**config.mk**
```make
export PLATFORM = sky130hd
export DESIGN_NAME = proc_host_flat
export DESIGN_NICKNAME = d
export VERILOG_FILES = /design/src/rtl/proc_host_if.sv /design/src/rtl/proc_host.sv /design/src/flat_wrapper.sv
export SDC_FILE = /design/constraint.sdc
export NUM_CORES = 1
export LEC_CHECK = 0
export CAP_MARGIN = 5
export CORE_ASPECT_RATIO = 0.75
export CORE_UTILIZATION = 50
export CTS_CLUSTER_SIZE = 28
export DETAILED_ROUTE_END_ITERATION = 12
export PLACE_DENSITY = 0.72
export SLEW_MARGIN = 20
export SYNTH_ARGS = -nofsm -noshare
export SYNTH_HDL_FRONTEND = slang
export SYNTH_SLANG_ARGS = --single-unit
```
**constraint.sdc**
```tcl
create_clock -name clk -period 3.3 [get_ports clk]
set_input_delay 0.33 -clock clk [delete_from_list [all_inputs] [get_ports clk]]
set_output_delay 0.33 -clock clk [all_outputs]
set_load 0.01 [all_outputs]
```
**src/rtl/proc_host_if.sv**
```systemverilog
// Command and capture-readout handshake bundle between a host controller and proc_host.
// master drives commands and pops; slave is proc_host.
interface proc_host_if;
  logic       cmd_valid;
  logic [2:0] cmd_code;
  logic       cmd_xor;
  logic       cmd_ready;
  logic       rd_valid;
  logic [7:0] rd_data;
  logic       rd_ready;

  modport master (
    output cmd_valid, cmd_code, cmd_xor, rd_ready,
    input  cmd_ready, rd_valid, rd_data
  );

  modport slave (
    input  cmd_valid, cmd_code, cmd_xor, rd_ready,
    output cmd_ready, rd_valid, rd_data
  );
endinterface

```
**src/rtl/proc_host.sv**
```systemverilog
// proc_host: pulses one processor control strobe, then captures CAPTURE_BYTES of proc_out into a FWFT FIFO; 1+PULSE+SETTLE+CAPTURE cycles accept-to-idle.
// Backpressure: cmd_ready only in IDLE; a full FIFO drops bytes (sticky overflow). PROC_HOST_CHECKSUM_EN adds a checksum output.
module proc_host #(
  parameter int PULSE_CYCLES  = 2,
  parameter int SETTLE_CYCLES = 1,
  parameter int CAPTURE_BYTES = 4,
  parameter int FIFO_DEPTH    = 8
) (
  input  logic        clk,
  input  logic        rst,
  proc_host_if.slave  bus,
  output logic [7:0]  proc_ctrl,
  input  logic [7:0]  proc_out,
  output logic        busy,
  output logic        overflow,
  output logic [4:0]  fifo_level
`ifdef PROC_HOST_CHECKSUM_EN
  ,
  output logic [7:0]  checksum
`endif
);

  localparam int         AW           = (FIFO_DEPTH > 1) ? $clog2(FIFO_DEPTH) : 1;
  localparam logic [3:0] PULSE_LAST   = 4'(PULSE_CYCLES - 1);
  localparam logic [3:0] SETTLE_LAST  = 4'(SETTLE_CYCLES - 1);
  localparam logic [3:0] CAPTURE_LAST = 4'(CAPTURE_BYTES - 1);
  localparam logic [4:0] DEPTH_LVL    = 5'(FIFO_DEPTH);

  typedef enum logic [1:0] {IDLE, PULSE, SETTLE, CAPTURE} state_t;

  state_t     state, state_nxt;
  logic [3:0] cnt, cnt_nxt;
  logic [2:0] code_q, code_nxt;
  logic       xor_q, xor_nxt;
  logic       push;
  logic       accept;

  function automatic logic [7:0] strobe_of(input logic [2:0] code);
    case (code)
      3'd0:    strobe_of = 8'h01;
      3'd1:    strobe_of = 8'h02;
      3'd2:    strobe_of = 8'h08;
      3'd3:    strobe_of = 8'h10;
      3'd4:    strobe_of = 8'h20;
      default: strobe_of = 8'h00;
    endcase
  endfunction

  assign accept        = bus.cmd_valid && (state == IDLE);
  assign bus.cmd_ready = (state == IDLE);
  assign busy          = (state != IDLE);

  always_ff @(posedge clk) begin
    if (rst) begin
      state  <= IDLE;
      cnt    <= 4'd0;
      code_q <= 3'd0;
      xor_q  <= 1'b0;
    end else begin
      state  <= state_nxt;
      cnt    <= cnt_nxt;
      code_q <= code_nxt;
      xor_q  <= xor_nxt;
    end
  end

  always_comb begin
    state_nxt = state;
    cnt_nxt   = cnt;
    code_nxt  = code_q;
    xor_nxt   = xor_q;
    proc_ctrl = 8'h00;
    push      = 1'b0;
    case (state)
      IDLE: begin
        // Reserved codes are consumed here without leaving IDLE.
        if (accept && (bus.cmd_code <= 3'd4)) begin
          code_nxt  = bus.cmd_code;
          xor_nxt   = bus.cmd_xor;
          cnt_nxt   = 4'd0;
          state_nxt = PULSE;
        end
      end
      PULSE: begin
        proc_ctrl = strobe_of(code_q) | (xor_q ? 8'h04 : 8'h00);
        if (cnt == PULSE_LAST) begin
          cnt_nxt   = 4'd0;
          state_nxt = (SETTLE_CYCLES > 0) ? SETTLE : CAPTURE;
        end else begin
          cnt_nxt = cnt + 4'd1;
        end
      end
      SETTLE: begin
        if (cnt == SETTLE_LAST) begin
          cnt_nxt   = 4'd0;
          state_nxt = CAPTURE;
        end else begin
          cnt_nxt = cnt + 4'd1;
        end
      end
      CAPTURE: begin
        push = 1'b1;
        if (cnt == CAPTURE_LAST) begin
          cnt_nxt   = 4'd0;
          state_nxt = IDLE;
        end else begin
          cnt_nxt = cnt + 4'd1;
        end
      end
      default: state_nxt = IDLE;
    endcase
  end

  logic [7:0]    mem [FIFO_DEPTH];
  logic [AW-1:0] wr_ptr, rd_ptr;
  logic          empty, full, pop, wr_en;

  assign empty = (fifo_level == 5'd0);
  assign full  = (fifo_level == DEPTH_LVL);
  assign pop   = !empty && bus.rd_ready;
  // When full, a same-cycle pop frees the head slot, which is where wr_ptr points.
  assign wr_en = push && (!full || pop);

  assign bus.rd_valid = !empty;
  assign bus.rd_data  = empty ? 8'h00 : mem[rd_ptr];

  always_ff @(posedge clk) begin
    if (wr_en) begin
      mem[wr_ptr] <= proc_out;
    end
  end

  always_ff @(posedge clk) begin
    if (rst) begin
      wr_ptr     <= '0;
      rd_ptr     <= '0;
      fifo_level <= 5'd0;
      overflow   <= 1'b0;
    end else begin
      if (wr_en) begin
        wr_ptr <= wr_ptr + 1'b1;
      end
      if (pop) begin
        rd_ptr <= rd_ptr + 1'b1;
      end
      case ({wr_en, pop})
        2'b10:   fifo_level <= fifo_level + 5'd1;
        2'b01:   fifo_level <= fifo_level - 5'd1;
        default: fifo_level <= fifo_level;
      endcase
      if (push && !wr_en) begin
        overflow <= 1'b1;
      end
    end
  end

`ifdef PROC_HOST_CHECKSUM_EN
  always_ff @(posedge clk) begin
    if (rst || accept) begin
      checksum <= 8'h00;
    end else if (wr_en) begin
      checksum <= checksum ^ proc_out;
    end
  end
`endif

endmodule

```
**src/flat_wrapper.sv**
```systemverilog
// flat-port wrapper written by rule: the top's interface ports become plain ports
module proc_host_flat 
#(
  parameter int PULSE_CYCLES  = 2,
  parameter int SETTLE_CYCLES = 1,
  parameter int CAPTURE_BYTES = 4,
  parameter int FIFO_DEPTH    = 8
)
  (clk, rst, proc_ctrl, proc_out, busy, overflow, fifo_level, bus_cmd_valid, bus_cmd_code, bus_cmd_xor, bus_rd_ready, bus_cmd_ready, bus_rd_valid, bus_rd_data);
  proc_host_if bus_i ();
  input  logic clk;
  input  logic rst;
  output logic [7:0] proc_ctrl;
  input  logic [7:0] proc_out;
  output logic busy;
  output logic overflow;
  output logic [4:0] fifo_level;
  input wire logic [$bits(bus_i.cmd_valid)-1:0] bus_cmd_valid;
  input wire logic [$bits(bus_i.cmd_code)-1:0] bus_cmd_code;
  input wire logic [$bits(bus_i.cmd_xor)-1:0] bus_cmd_xor;
  input wire logic [$bits(bus_i.rd_ready)-1:0] bus_rd_ready;
  output wire logic [$bits(bus_i.cmd_ready)-1:0] bus_cmd_ready;
  output wire logic [$bits(bus_i.rd_valid)-1:0] bus_rd_valid;
  output wire logic [$bits(bus_i.rd_data)-1:0] bus_rd_data;
  assign bus_i.cmd_valid = bus_cmd_valid;
  assign bus_i.cmd_code = bus_cmd_code;
  assign bus_i.cmd_xor = bus_cmd_xor;
  assign bus_i.rd_ready = bus_rd_ready;
  assign bus_cmd_ready = bus_i.cmd_ready;
  assign bus_rd_valid = bus_i.rd_valid;
  assign bus_rd_data = bus_i.rd_data;
  proc_host #(.PULSE_CYCLES(PULSE_CYCLES), .SETTLE_CYCLES(SETTLE_CYCLES), .CAPTURE_BYTES(CAPTURE_BYTES), .FIFO_DEPTH(FIFO_DEPTH)) u_core (.clk(clk), .rst(rst), .bus(bus_i), .proc_ctrl(proc_ctrl), .proc_out(proc_out), .busy(busy), .overflow(overflow), .fifo_level(fifo_level));
endmodule
```
==> results.tsv <==
stage	metric	value	unit
power_and_ir_drop	P_leak	1.58	nW
run	MaxCap Viol Count	0	
global_route	first-pass GRT wire length	11500	microns
routing	via/cell ratio	5.39	
cts	TritonCTS buffer count	9	
critical_path	crit path DAT	3.30	ns
global_route	GR Util All Layers	0.190	
timing	Worst Clk Skew	0.0105	ns
routing	Routed WL per cell	16.6	microns
timing	count of final setup violators	0	
power_and_ir_drop	PD cells	548	mW/mm^2
routing	DRC viols	0	
routing	Post-DRT Antenna Nets	0	
cts	CTS Sinks	89	
floorplan	Die ar.	0.00813	sq mm
timing	RSZ-0062 raised after global routing	no	
synth	syn avg cell area	14.3	sq um
timing	worst setup margin	0.255	ns
outcome	status	finished clean	
global_route	grt total ovfl	0	
critical_path	cell mode on critical path	ha_1	
finish	antenna cells	0	
synth	Yosys reg bits	89	
routing	drt pass-1 iters	4	
timing	Least-Margin Pin Slew	0.763	ns
routing	final wirelength	7050	microns
cts	CTS tree	yes	
placed_design	Placer Congestion	0.782	
critical_path	max incr delay on CP	0.62	ns
critical_path	Crit path required time	3.55	ns
critical_path	Crit. End Element	flop	
floorplan	Boundary Pins	41	
timing	Final Slew Violations	0	
finish	nets	349	
synth	fraction of registers with async set or reset after synthesis	0	
synth	Yosys warnings	0	
cts	clock-pin transition on the worst setup and hold timing paths	0.08	ns
placed_design	pre-CTS WS	0.249	ns
cts	post-CTS resize count	0	
timing	period utilization	0.923	
finish	area grow syn2layout	18.7	%
timing	setup TNS	0	ns
hold_path	hold crit path type	reg2reg	
timing	final hold violations	0	
critical_path	Crit Path Class	reg2reg	
synth	Mapped Cells	272	
cts	clk buf depth	2	
floorplan	core footprint	0.00743	sq mm
synth	Post-Syn Area	0.00389	sq mm
global_route	largest net degree at the start of global routing	17	
timing	Max Fclk	328	MHz
cts	hold buffers post-CTS	0	
synth	synth unique cells	47	
cts	worst skew pair latency	0.36	ns
routing	initial DRC count	173	
global_route	initial antenna violation count	0	
finish	share of cells above drive strength 1	0.154	
cts	# Post-CTS Setup Buffers	0	
floorplan	Die Ht	78.4	microns
placed_design	DP HPWL	4850	microns
critical_path	critical-path cell list	or4_1 -> o21ai_4 -> inv_1 -> ha_1 -> ha_1 -> or4b_1 -> a2bb2oi_1 -> a31oi_1 -> mux2_2	
critical_path	cell at the slowest stage of the critical path	or4_1	
synth	sequential fraction of the synthesis area	0.623	
critical_path	worst-path fanout max	8	
routing	total number of vias	2295	
global_route	vias in the first global route	2277	
synth	Synth Flop Type	edfxtp_1	
critical_path	Crit path max-delay family	simple AND/OR/NAND/NOR gates	
synth	EDFF count, synth	64	
cts	H-tree levels	3	
placed_design	Port Buffers	38	
cts	root buf cell	clkbuf_8	
timing	minimum clock period	3.05	ns
floorplan	# rows	27	
timing	relative slew slack	0.490	
critical_path	CP bufs+invs	1	
power_and_ir_drop	Max VDD drop	0.260	mV
floorplan	Die Width	104	microns
critical_path	CP startpoint kind	flop	
floorplan	Initial Util	0.523	
## cell families (layout without fill, tap and decap cells)
| kind of cell | count (synthesis) | count (layout) | synth area share |
|---|---|---|---|
| DFF | 89 | 89 | 0.623 |
| and+or+nand+nor | 76 | 76 | 0.0969 |
| muxes | 32 | 32 | 0.134 |
| AOI/OAI and AO/OA | 31 | 31 | 0.0602 |
| buffers and inverters | 23 | 75 | 0.0270 |
| adders and majority gates | 13 | 13 | 0.0418 |
| xor gates and xnor gates | 7 | 7 | 0.0158 |
| other | 1 | 2 | 0.000965 |
## Yosys cell counts (all sizes together) (2+ instances only)
cell type	instances	share of area
a21oi	8	0.010
buf	8	0.013
clkbuf	5	0.0048
dfxtp	25	0.13
edfxtp	64	0.49
ha	13	0.042
inv	10	0.0097
mux2i	15	0.039
mux4	16	0.093
nand2	8	0.0077
nand2b	6	0.0097
nand3	5	0.0064
nand3b	5	0.0097
nor2	33	0.033
nor2b	3	0.0048
nor3	7	0.0090
nor3b	2	0.0039
o2111ai	2	0.0045
o211ai	3	0.0071
o21ai	8	0.016
or2	2	0.0032
xor2	6	0.014
## state kept, by name, indices dropped and copies added (netlist names), named ones only
register	count
u_core.mem	64
u_core.code_q	3
u_core.wr_ptr	3
u_core.state	2
u_core.fifo_level	5
u_core.overflow	1
u_core.cnt	4
u_core.rd_ptr	3
u_core.xor_q	1
## worst paths after layout
check                                          from                                end  slack (ns)  depth (start not counted)
setup / recovery  u_core.fifo_level[1]$_SDFFE_PP0P_  u_core.fifo_level[4]$_SDFFE_PP0P_        0.25                          9
hold / removal         u_core.overflow$_SDFFE_PP0P_       u_core.overflow$_SDFFE_PP0P_        0.49                          2
setup reg to reg  u_core.fifo_level[1]$_SDFFE_PP0P_  u_core.fifo_level[4]$_SDFFE_PP0P_        0.25                          9
hold reg to reg        u_core.overflow$_SDFFE_PP0P_       u_core.overflow$_SDFFE_PP0P_        0.49                          2
## routing by layer
metal | share of wire | vias to the layer above | global-route usage
met3 | 0.052 | 11 | 0.0565
li1 | - | 1118 | -
met4 | 0.012 | 0 | 0.0600
met1 | 0.47 | 1115 | 0.252
met2 | 0.47 | 51 | 0.302
met5 | 0 | - | 0
## where the power goes
part	switching, mW	total, mW	internal [mW]
clock	0.388	0.744	0.356
sequential	0.0309	1.26	1.23
combinational	0.274	0.523	0.249
total	0.693	2.53	1.84
## worst register-to-register path: stages (launching register included)
cell	delay (ns)
dfxtp_1	0.39
or4_1	0.62
o21ai_4	0.20
inv_1	0.09
ha_1	0.28
ha_1	0.25
or4b_1	0.47
a2bb2oi_1	0.15
a31oi_1	0.15
mux2_2	0.35
## cell usage in the layout, fill, tap and decap left out, types with 2 or more instances in the layout
master / count
nor3_1: 7
nand3b_1: 5
conb_1: 2
nand2_1: 8
ha_1: 13
o21ai_0: 5
mux4_2: 16
mux2i_1: 15
edfxtp_1: 64
clkdlybuf4s50_1: 38
nor2_1: 32
o211ai_1: 2
buf_4: 11
nand2b_1: 6
nand3_1: 5
nor2b_1: 3
inv_1: 10
o21ai_4: 2
dfxtp_1: 25
clkinv_4: 2
a21oi_1: 8
nor3b_1: 2
inv_6: 2
or2_2: 2
clkbuf_8: 9
o2111ai_1: 2
xor2_1: 6
## cell type report
cell class | instances | area (sq um)
Clock inverter | 7 | 77.6
Sequential cell | 89 | 2420
Fill cell | 572 | 2820
Inverter | 10 | 37.5
Timing Repair Buffer | 49 | 463
Clock buffer | 9 | 124
Multi-Input combinational cell | 161 | 1360
Tap cell | 101 | 126
## through the flow
step	instances	hold WS, ns	instance area, sq um	power, mW	utilization
finish	426	0.494	4610	2.53	0.621
global route	426	0.542	4610	2.64	0.621
CTS	426	0.503	4610	2.55	0.621
detailed placement	410	0.477	4410	1.81	0.594
global placement	410	0.453	4410	1.80	0.594
floorplan	273	0.429	3890	1.61	-
No activity file was read; power rests on OpenSTA's default activity.
